$ cat config.mk
export PLATFORM = sky130hd
export DESIGN_NAME = cv32e40p_alu_redundancy_ctrl
export DESIGN_NICKNAME = d
export VERILOG_FILES = /design/src/rtl/cv32e40p_pkg.sv /design/src/rtl/cv32e40p_alu_redundancy_ctrl.sv
export SDC_FILE = /design/constraint.sdc
export NUM_CORES = 1
export LEC_CHECK = 0
export BUFFER_PORTS_ARGS = -buffer_cell sky130_fd_sc_hd__buf_2
export CAP_MARGIN = 15
export CORE_MARGIN = 2
export CORE_UTILIZATION = 40
export DETAILED_ROUTE_END_ITERATION = 8
export PLACE_DENSITY = 0.72
export SYNTH_ARGS = -nofsm -noshare
export SYNTH_HDL_FRONTEND = slang
export SYNTH_SLANG_ARGS = --single-unit
$ cat constraint.sdc
create_clock -name clk -period 3.6 [get_ports clk]
set_clock_uncertainty 0.05 [all_clocks]
set_input_delay 0.18 -clock clk [delete_from_list [all_inputs] [get_ports clk]]
set_output_delay 0.18 -clock clk [all_outputs]
set_load 0.1 [all_outputs]
$ cat src/rtl/cv32e40p_pkg.sv
// Shared types and constants for the ALU redundancy controller: FSM encoding
// and the spare-index decode tables for clock enables and voter selects.
package cv32e40p_pkg;

    typedef enum logic [2:0] {
        ALU_NORMAL   = 3'd0,
        ALU_DRAIN    = 3'd1,
        ALU_SWAP     = 3'd2,
        ALU_SETTLE   = 3'd3,
        ALU_DEGRADED = 3'd4,
        ALU_FAILED   = 3'd5
    } alu_red_state_e;

    localparam logic [1:0] RESET_SPARE = 2'd3;

    // Indexed by spare ALU: the spare is clock-gated and never voted.
    localparam logic [3:0] CLK_EN_BY_SPARE [4] = '{4'b1110, 4'b1101, 4'b1011, 4'b0111};
    localparam logic [2:0] SEL_BY_SPARE    [4] = '{3'b110, 3'b101, 3'b011, 3'b111};

endpackage

$ cat src/rtl/cv32e40p_alu_redundancy_ctrl.sv
// Reconfigures the 3-of-4 ALU voter when permanent faults are reported:
// drains the pipeline, swaps the faulty active ALU for the spare, and tracks degradation.
module cv32e40p_alu_redundancy_ctrl
    import cv32e40p_pkg::*;
#(
    parameter int unsigned SWAP_CNT_W = 4
) (
    input  logic                  clk,
    input  logic                  rst,
    input  logic [3:0]            perm_fault_i,
    input  logic                  ex_ready_i,
    input  logic                  alu_busy_i,
    output logic [2:0]            sel_mux_o,
    output logic [3:0]            clock_en_o,
    output logic                  stall_o,
    output logic [3:0]            faulty_alu_o,
    output logic                  degraded_o,
    output logic                  fatal_o,
    output logic [SWAP_CNT_W-1:0] swap_count_o
);

    alu_red_state_e state_q, state_d;
    logic [1:0]     spare_q;
    logic [1:0]     target_q, target_d;
    logic [1:0]     lowest_fault;
    logic [3:0]     faulty_q;
    logic [3:0]     next_faulty;
    logic [3:0]     spare_mask;
    logic [3:0]     active_fault;
    logic [2:0]     next_cnt;
    logic [2:0]     faulty_cnt;
    logic           do_swap;

    assign next_faulty  = faulty_q | perm_fault_i;
    assign spare_mask   = 4'(4'b0001 << spare_q);
    assign active_fault = next_faulty & ~spare_mask;
    assign next_cnt     = 3'(next_faulty[0]) + 3'(next_faulty[1]) + 3'(next_faulty[2]) + 3'(next_faulty[3]);
    assign faulty_cnt   = 3'(faulty_q[0]) + 3'(faulty_q[1]) + 3'(faulty_q[2]) + 3'(faulty_q[3]);

    // Lowest-index faulty active ALU becomes the swap target.
    always_comb begin
        lowest_fault = 2'd0;
        for (int i = 3; i >= 0; i--) begin
            if (active_fault[i]) lowest_fault = 2'(i);
        end
    end

    always_comb begin
        state_d  = state_q;
        target_d = target_q;
        do_swap  = 1'b0;
        case (state_q)
            ALU_NORMAL, ALU_DEGRADED: begin
                if (next_cnt >= 3'd3) begin
                    state_d = ALU_FAILED;
                end else if ((|active_fault) && !(|(next_faulty & spare_mask))) begin
                    state_d  = ALU_DRAIN;
                    target_d = lowest_fault;
                end else begin
                    state_d = (next_cnt == 3'd2) ? ALU_DEGRADED : ALU_NORMAL;
                end
            end
            ALU_DRAIN: begin
                if (ex_ready_i && !alu_busy_i) state_d = ALU_SWAP;
            end
            ALU_SWAP: begin
                do_swap = 1'b1;
                state_d = ALU_SETTLE;
            end
            ALU_SETTLE: begin
                state_d = (faulty_cnt == 3'd2) ? ALU_DEGRADED : ALU_NORMAL;
            end
            ALU_FAILED: state_d = ALU_FAILED;
            default:    state_d = ALU_NORMAL;
        endcase
    end

    always_ff @(posedge clk) begin
        if (rst) state_q <= ALU_NORMAL;
        else     state_q <= state_d;
    end

    // Configuration, sticky fault mask and swap counter.
    always_ff @(posedge clk) begin
        if (rst) begin
            spare_q      <= RESET_SPARE;
            target_q     <= 2'd0;
            faulty_q     <= 4'b0000;
            clock_en_o   <= CLK_EN_BY_SPARE[RESET_SPARE];
            sel_mux_o    <= SEL_BY_SPARE[RESET_SPARE];
            swap_count_o <= '0;
        end else begin
            faulty_q <= next_faulty;
            target_q <= target_d;
            if (do_swap) begin
                spare_q    <= target_q;
                clock_en_o <= CLK_EN_BY_SPARE[target_q];
                sel_mux_o  <= SEL_BY_SPARE[target_q];
                if (swap_count_o != {SWAP_CNT_W{1'b1}}) begin
                    swap_count_o <= swap_count_o + SWAP_CNT_W'(1);
                end
            end
        end
    end

    assign faulty_alu_o = faulty_q;
    assign stall_o      = (state_q == ALU_DRAIN) || (state_q == ALU_SWAP) || (state_q == ALU_SETTLE);
    assign degraded_o   = (state_q == ALU_DEGRADED);
    assign fatal_o      = (state_q == ALU_FAILED);

endmodule

Yosys cells after proc, flatten, opt, wreduce, memory -nomap -nowiden

Cells that the tools add are included.

Output and inout port bits: 18
Bits in registers: 22
Word-level logic and storage cells: 61
Input bits: 8

$lt $le $gt $ge: 2
Shifts and indexed selects: 1
Add/subtract/negate cells: 7
Bitwise logic cells: 6
Eq/ne operators: 9
Mux-type cells: 17
Reductions and logical operators: 12

Operator list:

| operator                                                                            | number |
|---|---|
| 3-bit two-way mux                                                                   | 7 |
| 3-bit case mux with 5 select lines                                                  | 1 |
| 3-bit by 2-bit == test with 1-bit output, second input constant                     | 4 |
| 4-bit AND                                                                           | 2 |
| 4-bit binary-select mux with 2-bit select                                           | 1 |
| 2-bit two-way mux                                                                   | 4 |
| 4-bit two-way mux                                                                   | 2 |
| 4-bit OR reduction                                                                  | 2 |
| 2-bit by 1-bit adder with 3-bit output                                              | 2 |
| 3-bit by 1-bit adder with 3-bit output                                              | 2 |
| 3-bit binary-select mux with 2-bit select                                           | 1 |
| 3-bit == test, second input constant                                                | 2 |
| 1-bit by 1-bit adder with 2-bit output                                              | 2 |
| 4-bit by 1-bit adder with 4-bit output, second input constant                       | 1 |
| 4-bit != test, second input constant                                                | 1 |
| 4-bit NOT                                                                           | 1 |
| 4-bit bitwise OR                                                                    | 1 |
| 1-bit by 2-bit left shift with 4-bit output, first input constant                   | 1 |
| 3-bit by 1-bit == test with 1-bit output, second input constant                     | 1 |
| 3-bit by 2-bit greater-or-equal comparator with 1-bit output, second input constant | 1 |
| 3-bit greater-or-equal comparator, second input constant                            | 1 |
| 3-bit zero test                                                                     | 1 |
| 2-bit NOT with 3-bit output                                                         | 1 |
| 3-bit AND reduction                                                                 | 1 |
| other kinds (8)                                                                     | 11 |

Logic depth before layout (Yosys ltp)

Gate-level depths: netlist (run 1).

Depth after elaboration: 9
Gate-level depth with buffers: 9
Depth with buffers taken out: 9

Worst setup path before layout (run 1)

Ideal clock, no wire load.

Kind: register to output
Start: register state_q[0]
End: output fatal_o
Arrival time: 2758 ps
Path buffers: 0
Setup slack: 612 ps
Cell stages (with the launch flop): 3
Data required time: 3370 ps
Cell sequence: dfxtp_1 inv_1 nor3b_1

Longest elaborated chain between the ends: 1

Ends and longest elaborated chain:

| element                | RTL line                            | text |
|---|---|---|
| from (decl)            | cv32e40p_alu_redundancy_ctrl.sv:22  | `alu_red_state_e state_q, state_d;` |
| from (signal assigned) | cv32e40p_alu_redundancy_ctrl.sv:80  | `else state_q <= state_d;` |
| 3-bit == test          | cv32e40p_alu_redundancy_ctrl.sv:109 | `assign fatal_o = (state_q == ALU_FAILED);` |
| to (decl)              | cv32e40p_alu_redundancy_ctrl.sv:18  | `output logic fatal_o,` |

Every way passes these cells.

Final worst setup path (run 1)

Start: register faulty_q[1] (netlist: faulty_alu_o[1])
End: register target_q[0]

Longest elaborated chain between the ends: 7
Elaborated cells between the ends (all ways): 15
Classes of those cells: 3 x add/sub; 1 x order compare; 2 x mux; 4 x bitwise; 5 x reduce/logical

Ends and longest elaborated chain:

| element                                                      | RTL line                           | text |
|---|---|---|
| from (decl)                                                  | cv32e40p_alu_redundancy_ctrl.sv:26 | `logic [3:0] faulty_q;` |
| from (signal assigned)                                       | cv32e40p_alu_redundancy_ctrl.sv:93 | `faulty_q <= next_faulty;` |
| 4-bit bitwise OR (*)                                         | cv32e40p_alu_redundancy_ctrl.sv:34 | `assign next_faulty = faulty_q \| perm_fault_i;` |
| named net next_faulty[1]                                     | cv32e40p_alu_redundancy_ctrl.sv:27 | `logic [3:0] next_faulty;` |
| 1-bit by 1-bit adder with 2-bit output                       | cv32e40p_alu_redundancy_ctrl.sv:37 | `assign next_cnt = 3'(next_faulty[0]) + 3'(next_faulty[1]) + 3'(next_faulty[2]) + 3'(next_faulty[3]);` |
| 2-bit by 1-bit adder with 3-bit output                       | cv32e40p_alu_redundancy_ctrl.sv:37 |  |
| 3-bit by 1-bit adder with 3-bit output                       | cv32e40p_alu_redundancy_ctrl.sv:37 |  |
| 3-bit by 2-bit greater-or-equal comparator with 1-bit output | cv32e40p_alu_redundancy_ctrl.sv:54 | `if (next_cnt >= 3'd3) begin` |
| 1-bit NOT (no line)                                          | n/a                                |  |
| 3-bit AND reduction (no line)                                | n/a                                |  |
| to (signal assigned)                                         | cv32e40p_alu_redundancy_ctrl.sv:94 | `target_q <= target_d;` |
| to (decl)                                                    | cv32e40p_alu_redundancy_ctrl.sv:24 | `logic [1:0] target_q, target_d;` |

The timed path passes the listed nets; every way through them passes the cells marked *.
A chain may end at the register's enable or synchronous reset.

==> results of run 1 <==
report_power, final:
part           leakage [nW]  switching [mW]  total [mW]  internal (mW)
clock                0.0150          0.0661       0.109         0.0432
sequential            0.156          0.0308       0.257          0.227
combinational         0.369           0.167       0.238         0.0710
total                 0.540           0.264       0.605          0.341
layer usage:
layer	global-route usage	wire length (µm)
met1	0.2074	1113
met4	0.01993	0
met3	0.03956	127
met5	0	0
met2	0.3018	1270
Yosys cell counts (all sizes together), types with 3 or more instances:
cell and instances:
nor2 16, ha 6, a211oi 3, nor3b 3
buf 7, nand2 4, o21ai 9, dfxtp 19
a21oi 5, nor3 3, nor4b 3, nor4 3
nand2b 7, inv 11, clkbuf 3, a41oi 3
nand3 3
per-stage QoR:
step                      instances  power (mW)  hold WS, ns
after global routing            186      0.6450       0.1170
after detailed placement        182      0.5001       0.4218
after floorplan                 136      0.4629       0.2678
after CTS                       186      0.6114       0.1037
final                           186      0.6048       0.1094
after global placement          182      0.4916       0.4070
final timing paths:
kind / start / end / slack, ns / depth (start not counted)
worst max register to register: faulty_alu_o[1] / target_q[0] / 1.08 / 9
worst max-delay path: faulty_alu_o[1] / target_q[0] / 1.08 / 9
worst min register to register: swap_count_o[1] / swap_count_o[1] / 0.46 / 2
worst min-delay path: perm_fault_i[3] / faulty_alu_o[3] / 0.11 / 3
flip-flops by register name, summed over array words and instances, names as in the netlist:
| name | flops |
|---|---|
| faulty_alu_o | 4 |
| state_q | 3 |
| swap_count_o | 4 |
| clock_en_o | 2 |
| spare_q | 2 |
| target_q | 2 |
| sel_mux_o | 2 |
layout by cell type (no fill, tap or decap), types with 2 or more instances in the layout:
cell type	count
nor4_1	3
a21o_1	2
nand2b_1	7
inv_1	11
o21a_1	2
a211o_1	2
nor3_1	3
nand3_1	3
dfxtp_1	19
ha_1	6
fa_1	2
nor2_1	15
a211oi_2	2
nand2_1	3
nor4b_1	3
nand3b_1	2
nor2b_1	2
o21ai_0	8
a21oi_1	5
nor3b_1	2
clkbuf_4	3
buf_2	25
a41oi_1	3
worst min-delay path, stage by stage:
cell    delay, ns
buf_2        0.11
nor2_2       0.07
nor2_1       0.07
kinds of logic (layout without fill, tap and decap cells):
logic type      after synthesis  after routing
flops                        19             19
fa+ha+maj                     8              8
mux                           2              2
simple gates                 52             52
buf+inv                      21             40
compound gates               33             33
xor+xnor                      1              1
cell type report:
class,instances,area (µm²)
fillers,277,1473
flip-flops and latches,19,380.4
repair buffers,25,125.1
well taps,31,38.79
clock buffers,4,26.28
multi-input cells,96,696.9
inverters,11,41.29
==> flow_metrics.env, run 1 <==
export IMPL_crit_fanout=5
export IMPL_pin_count=26
export IMPL_grt_usage=0.1674
export IMPL_final_setup_worst_slack_ns=1.082
export IMPL_cp_required_ns=3.74
export IMPL_syn_area_mm2=0.001185
export IMPL_status="finished clean"
export IMPL_timing_fmax_mhz=397.1
export IMPL_gp_congestion=0.8209
export IMPL_root_buffer="clkbuf_4"
export IMPL_synth_top_area_cell="dfxtp_1"
export IMPL_syn2layout_area_growth_pct=10.45
export IMPL_crit_path_end_kind="flip-flop"
export IMPL_cts_hold_buf=0
export IMPL_slowest_stage="fa_1"
export IMPL_layout_drive_gt1_share=0.2258
export IMPL_grt_overflow=0
export IMPL_core_rowCount=19
export IMPL_clock_sinks=19
export IMPL_cp_top_family="adder cells"
export IMPL_ys_ff_latch=19
export IMPL_fp_dieArea_mm2=0.003413
export IMPL_path_class="reg2reg"
export IMPL_core_area_mm2=0.002781
export IMPL_yosysWarnings=0
export IMPL_critPathBufInv=1
export IMPL_vias_per_cell=5.597
export IMPL_cts_htree_levels=1
export IMPL_yosysSeqAreaShare=0.3210
export IMPL_first_iter_violations=43
export IMPL_die_h_um=58.43
export IMPL_synth_xor_area_frac=0.007392
export IMPL_path_cells="nor2_1 > inv_1 > fa_1 > ha_1 > ha_1 > nand2b_1 > o21a_1 > a41oi_1 > a211oi_2"
export IMPL_power_density_mw_per_mm2=462.1
export IMPL_grt_pass1_wl_mm=4.471
export IMPL_ctsResizeCount=0
export IMPL_cts_setup_buffers=0
export IMPL_route_detailed_drc=0
export IMPL_synth_nets=152
export IMPL_synth_edf_count=0
export IMPL_setup_violations=0
export IMPL_async_flop_share=0
export IMPL_crit_top_cell="ha_1"
export IMPL_syn_area_per_cell_um2=8.712
export IMPL_synth_top_family_by_area="simple AND/OR/NAND/NOR gates"
export IMPL_critPathArrivalTime_ns=2.66
export IMPL_max_slew_margin=0.5899
export IMPL_antenna_found_initial=0
export IMPL_die_w_um=58.43
export IMPL_routed_wl_mm=2.511
export IMPL_placed_area_mm2=0.001282
export IMPL_yosysUniqueCellTypes=46
export IMPL_setup_tns_ns=0
export IMPL_numCtsBuffers=3
export IMPL_synthTopCellsByArea="dfxtp_1 32%, ha_1 6.3%, nor2_1 4.8%"
export IMPL_peakVddDrop_mv=0.2782
export IMPL_vias=1041
export IMPL_rsz0062_at_grt="false"
export IMPL_synth_fa_ha_area_frac=0.09715
export IMPL_maxSlewViolCount=0
export IMPL_yosys_most_used_dff="dfxtp_1"
export IMPL_synth_top_area_frac=0.3210
export IMPL_port_buffer_count=25
export IMPL_grt_pass1_vias=1004
export IMPL_ant_nets=0
export IMPL_hold_violations=0
export IMPL_path_clk_slew_ns=0.11
export IMPL_maxCapViolCount=0
export IMPL_drt_wirelength_per_cell_um=13.50
export IMPL_antennaDiodeCount=0
export IMPL_cts_buffer_depth=2
export IMPL_synth_mux_area_frac=0.02746
export IMPL_synth_simple_area_share=0.2619
export IMPL_syn_inst=136
export IMPL_fin_nets=172
export IMPL_min_period_ns=2.518
export IMPL_fin_util=0.4705
export IMPL_synth_compound_area_frac=0.1943
export IMPL_fin_crit_sh=0.6995
export IMPL_clock_latency_ns=0.30
export IMPL_grt_max_degree=20
export IMPL_cp_slowest_stage_delay_ns=0.48
export IMPL_hp_class="in2reg"
export IMPL_cts_tree="done"
export IMPL_drtPass1Iterations=4
export IMPL_start_kind="flip-flop"
export IMPL_dp_hpwl_mm=1.839
export IMPL_worst_pin_slew_ns=0.6088
export IMPL_postLayoutCellArea_mm2=0.001309
export IMPL_start_util=0.4260
export IMPL_dp_worst_setup_slack_ns=1.108
export IMPL_p_leak_nw=0.5396
Power figures use the tool's default switching activity.
==> inputs of run 2 (changes only) <==
--- a/config.mk
+++ b/config.mk
@@ -5,6 +5,7 @@
 export SDC_FILE = /design/constraint.sdc
 export NUM_CORES = 1
 export LEC_CHECK = 0
+export ABC_AREA = 1
 export BUFFER_PORTS_ARGS = -buffer_cell sky130_fd_sc_hd__buf_2
 export CAP_MARGIN = 15
 export CORE_MARGIN = 2
==> constraint.sdc (replaced) <==
create_clock -name clk -period 2.56 [get_ports clk]
set_clock_uncertainty 0.05 [all_clocks]
set_input_delay 0.128 -clock clk [delete_from_list [all_inputs] [get_ports clk]]
set_output_delay 0.128 -clock clk [all_outputs]
set_load 0.1 [all_outputs]
==> run 2 against run 1 <==
Compared with the run above:
- wire length decreased by 12%
- flip-flop and latch count unchanged
- clock-buffer cell count decreased by 1
- final area about the same
- synthesized area decreased by 4.9%
- critical endpoint unchanged
- sequential power increased by 64%
- non-clock buffer count increased by 2
- clock power increased by 53%
- first-iteration DRC count decreased by 70%
- cell count increased by 25%
- largest cell class unchanged
==> flow_metrics.env, run 2 <==
export IMPL_nFillCells=297
export IMPL_synth_compound_area_frac=0.08879
export IMPL_met2_length_um=916
export IMPL_setup_violations=0
export IMPL_startpoint="perm_fault_i[0]"
export IMPL_synth_top_area_cell="dfxtp_1"
export IMPL_ys_top_cells_by_count="38 x nand2_1, 37 x nor2_1, 29 x inv_1"
export IMPL_yosysWarnings=0
export IMPL_finalPower_mw=1.487
export IMPL_core_rowCount=19
export IMPL_hp_class="in2reg"
export IMPL_crit_path_end_kind="flip-flop"
export IMPL_synth_nets=191
export IMPL_async_flop_share=0
export IMPL_dp_hpwl_mm=1.704
export IMPL_synthTopCellsByArea="dfxtp_1 34%, nand2_1 13%, nor2_1 12%"
export IMPL_min_period_ns=2.347
export IMPL_gp_congestion=0.8435
export IMPL_grt_usage=0.1464
export IMPL_dp_worst_setup_slack_ns=0.2867
export IMPL_path_class="in2reg"
export IMPL_ant_nets=0
export IMPL_setup_tns_ns=0
export IMPL_root_buffer="clkbuf_4"
export IMPL_grt_overflow=0
export IMPL_cts_setup_buffers=0
export IMPL_vias_per_cell=4.448
export IMPL_antennaDiodeCount=0
export IMPL_antenna_found_initial=0
export IMPL_hold_violations=0
export IMPL_synth_edf_count=0
export IMPL_synth_top_area_frac=0.3374
export IMPL_yosysSeqAreaShare=0.3374
export IMPL_syn2layout_area_growth_pct=16.20
export IMPL_final_setup_worst_slack_ns=0.2125
export IMPL_cts_tree="done"
export IMPL_mostFrequentLayoutCells="38 x nand2_1, 37 x nor2_1, 29 x inv_1"
export IMPL_synth_most_common_cell="nand2_1"
export IMPL_synth_simple_area_share=0.3341
export IMPL_r2r_end="target_q[0]"
export IMPL_start_util=0.4160
export IMPL_syn_inst=175
export IMPL_status="finished clean"
export IMPL_cts_buffer_depth=2
export IMPL_vias=1032
export IMPL_syn_area_per_cell_um2=6.442
export IMPL_die_w_um=57.09
export IMPL_power_density_mw_per_mm2=1135
export IMPL_syn_area_mm2=0.001127
export IMPL_grt_max_degree=13
export IMPL_maxSlewViolCount=0
export IMPL_routed_wl_mm=2.208
export IMPL_p_leak_nw=0.7225
export IMPL_synth_fa_ha_area_frac=0.1021
export IMPL_synth_mux_area_frac=0
export IMPL_die_h_um=57.09
export IMPL_critPathArrivalTime_ns=2.55
export IMPL_port_buffer_count=25
export IMPL_start_kind="input pin"
export IMPL_first_iter_violations=13
export IMPL_clock_latency_ns=0.31
export IMPL_cp_required_ns=2.77
export IMPL_grt_pass1_wl_mm=3.739
export IMPL_dp_cells=226
export IMPL_r2r_slack_ns=0.27
export IMPL_wl_met3_um=124
export IMPL_synth_xor_area_frac=0
export IMPL_maxCapViolCount=0
export IMPL_clock_sinks=19
export IMPL_route_detailed_drc=0
export IMPL_fin_hold_ws_ns=0.005859
export IMPL_wl_met1_mm=1.154
export IMPL_r2r_start="faulty_alu_o[0]"
export IMPL_yosys_most_used_dff="dfxtp_1"
export IMPL_peakVddDrop_mv=0.7044
export IMPL_crit_fanout=3
export IMPL_core_area_mm2=0.002710
export IMPL_stdcell_count=232
export IMPL_drt_wirelength_per_cell_um=9.517
export IMPL_path_clk_slew_ns=0.12
export IMPL_timing_fmax_mhz=426.0
export IMPL_fin_crit_sh=0.9170
export IMPL_mostFrequentLayoutCell="nand2_1"
export IMPL_crit_path_end="target_q[0]"
export IMPL_grt_pass1_vias=851
export IMPL_pin_count=26
export IMPL_worst_r2r_path_depth=12
export IMPL_synth_top_family_by_area="simple AND/OR/NAND/NOR gates"
export IMPL_fp_dieArea_mm2=0.003259
export IMPL_ctsResizeCount=0
export IMPL_drtPass1Iterations=4
export IMPL_yosysUniqueCellTypes=21
export IMPL_ys_ff_latch=19
export IMPL_worst_pin_slew_ns=0.4879
export IMPL_numCtsBuffers=3
export IMPL_rsz0062_at_grt="false"
export IMPL_layout_drive_gt1_share=0.1891
export IMPL_max_slew_margin=0.6770
export IMPL_fin_nets=218
export IMPL_cts_htree_levels=1
export IMPL_highest_layer="met4"
[run 2: cell count changes after synthesis, sizes merged, moves of 3 or more]
cell and change:
nand2 +36, nor2 +22, inv +20, nand3 +8, nand2b -7, a211oi -3, a41oi -3, clkbuf -3
nor3b -3, nor4b -3, o21ai +3
[run 2: area by class of cell]
type	count	area, µm²	area share
timing repair buffer	27	145.1	0.1108
clock buffer	3	22.52	0.01719
clock inverter	1	7.507	0.005731
sequential	19	384.1	0.2932
multi-input combinational	119	591.8	0.4518
inverter	32	120.1	0.09169
tap	31	38.79	0.02961
[run 2: through the flow]
step | utilization | instance area [µm²]
finish | 0.4834 | 1310
global route | 0.4834 | 1310
CTS | 0.4834 | 1310
detailed placement | 0.4649 | 1260
global placement | 0.4649 | 1260
floorplan | - | 1131
[run 2: worst min path at each step]
stage	endpoint	start	cells past startpoint	slack, ns
after floorplan	faulty_alu_o[3]	perm_fault_i[3]	2	0.21
after global placement	faulty_alu_o[0]	perm_fault_i[0]	3	0.32
after detailed placement	faulty_alu_o[0]	perm_fault_i[0]	3	0.33
after CTS	faulty_alu_o[1]	perm_fault_i[1]	3	0.0006
after global routing	faulty_alu_o[2]	perm_fault_i[2]	3	0.01
final	faulty_alu_o[2]	perm_fault_i[2]	3	0.006
[run 2: routing by layer]
metal / global-route usage / vias up
li1: - / 582
met1: 0.2068 / 423
met2: 0.2200 / 25
met3: 0.04762 / 2
met4: 0.02990 / 0
met5: 0 / -
[run 2: logic make-up after synthesis]
kind of cell | after synthesis
AO/OA/AOI/OAI | 19
adder cells (fa/ha/maj) | 8
AND/OR/NAND/NOR | 92
flip-flops | 19
buffers and inverters | 37
[run 2: critical path, stage by stage]
cell	delay, ns
dlygate4sd3_1	0.53
buf_2	0.13
inv_1	0.04
nand2_1	0.09
fa_1	0.51
ha_1	0.24
ha_1	0.29
nand2_1	0.07
o21bai_1	0.07
nor2_1	0.16
nand3_2	0.11
nand2_1	0.07
nand2_1	0.05
nor2_1	0.08
[run 2: what timing repair did]
item	in CTS	in global routing
hold buffers	2	0
hold endpoints to repair	2	0
endpoints found under the setup margin	0	0
[run 2: report_power, final]
group          leakage, nW  switching [mW]  internal (mW)
combinational        0.552           0.715          0.183
sequential           0.157          0.0572          0.365
clock               0.0139           0.107         0.0596
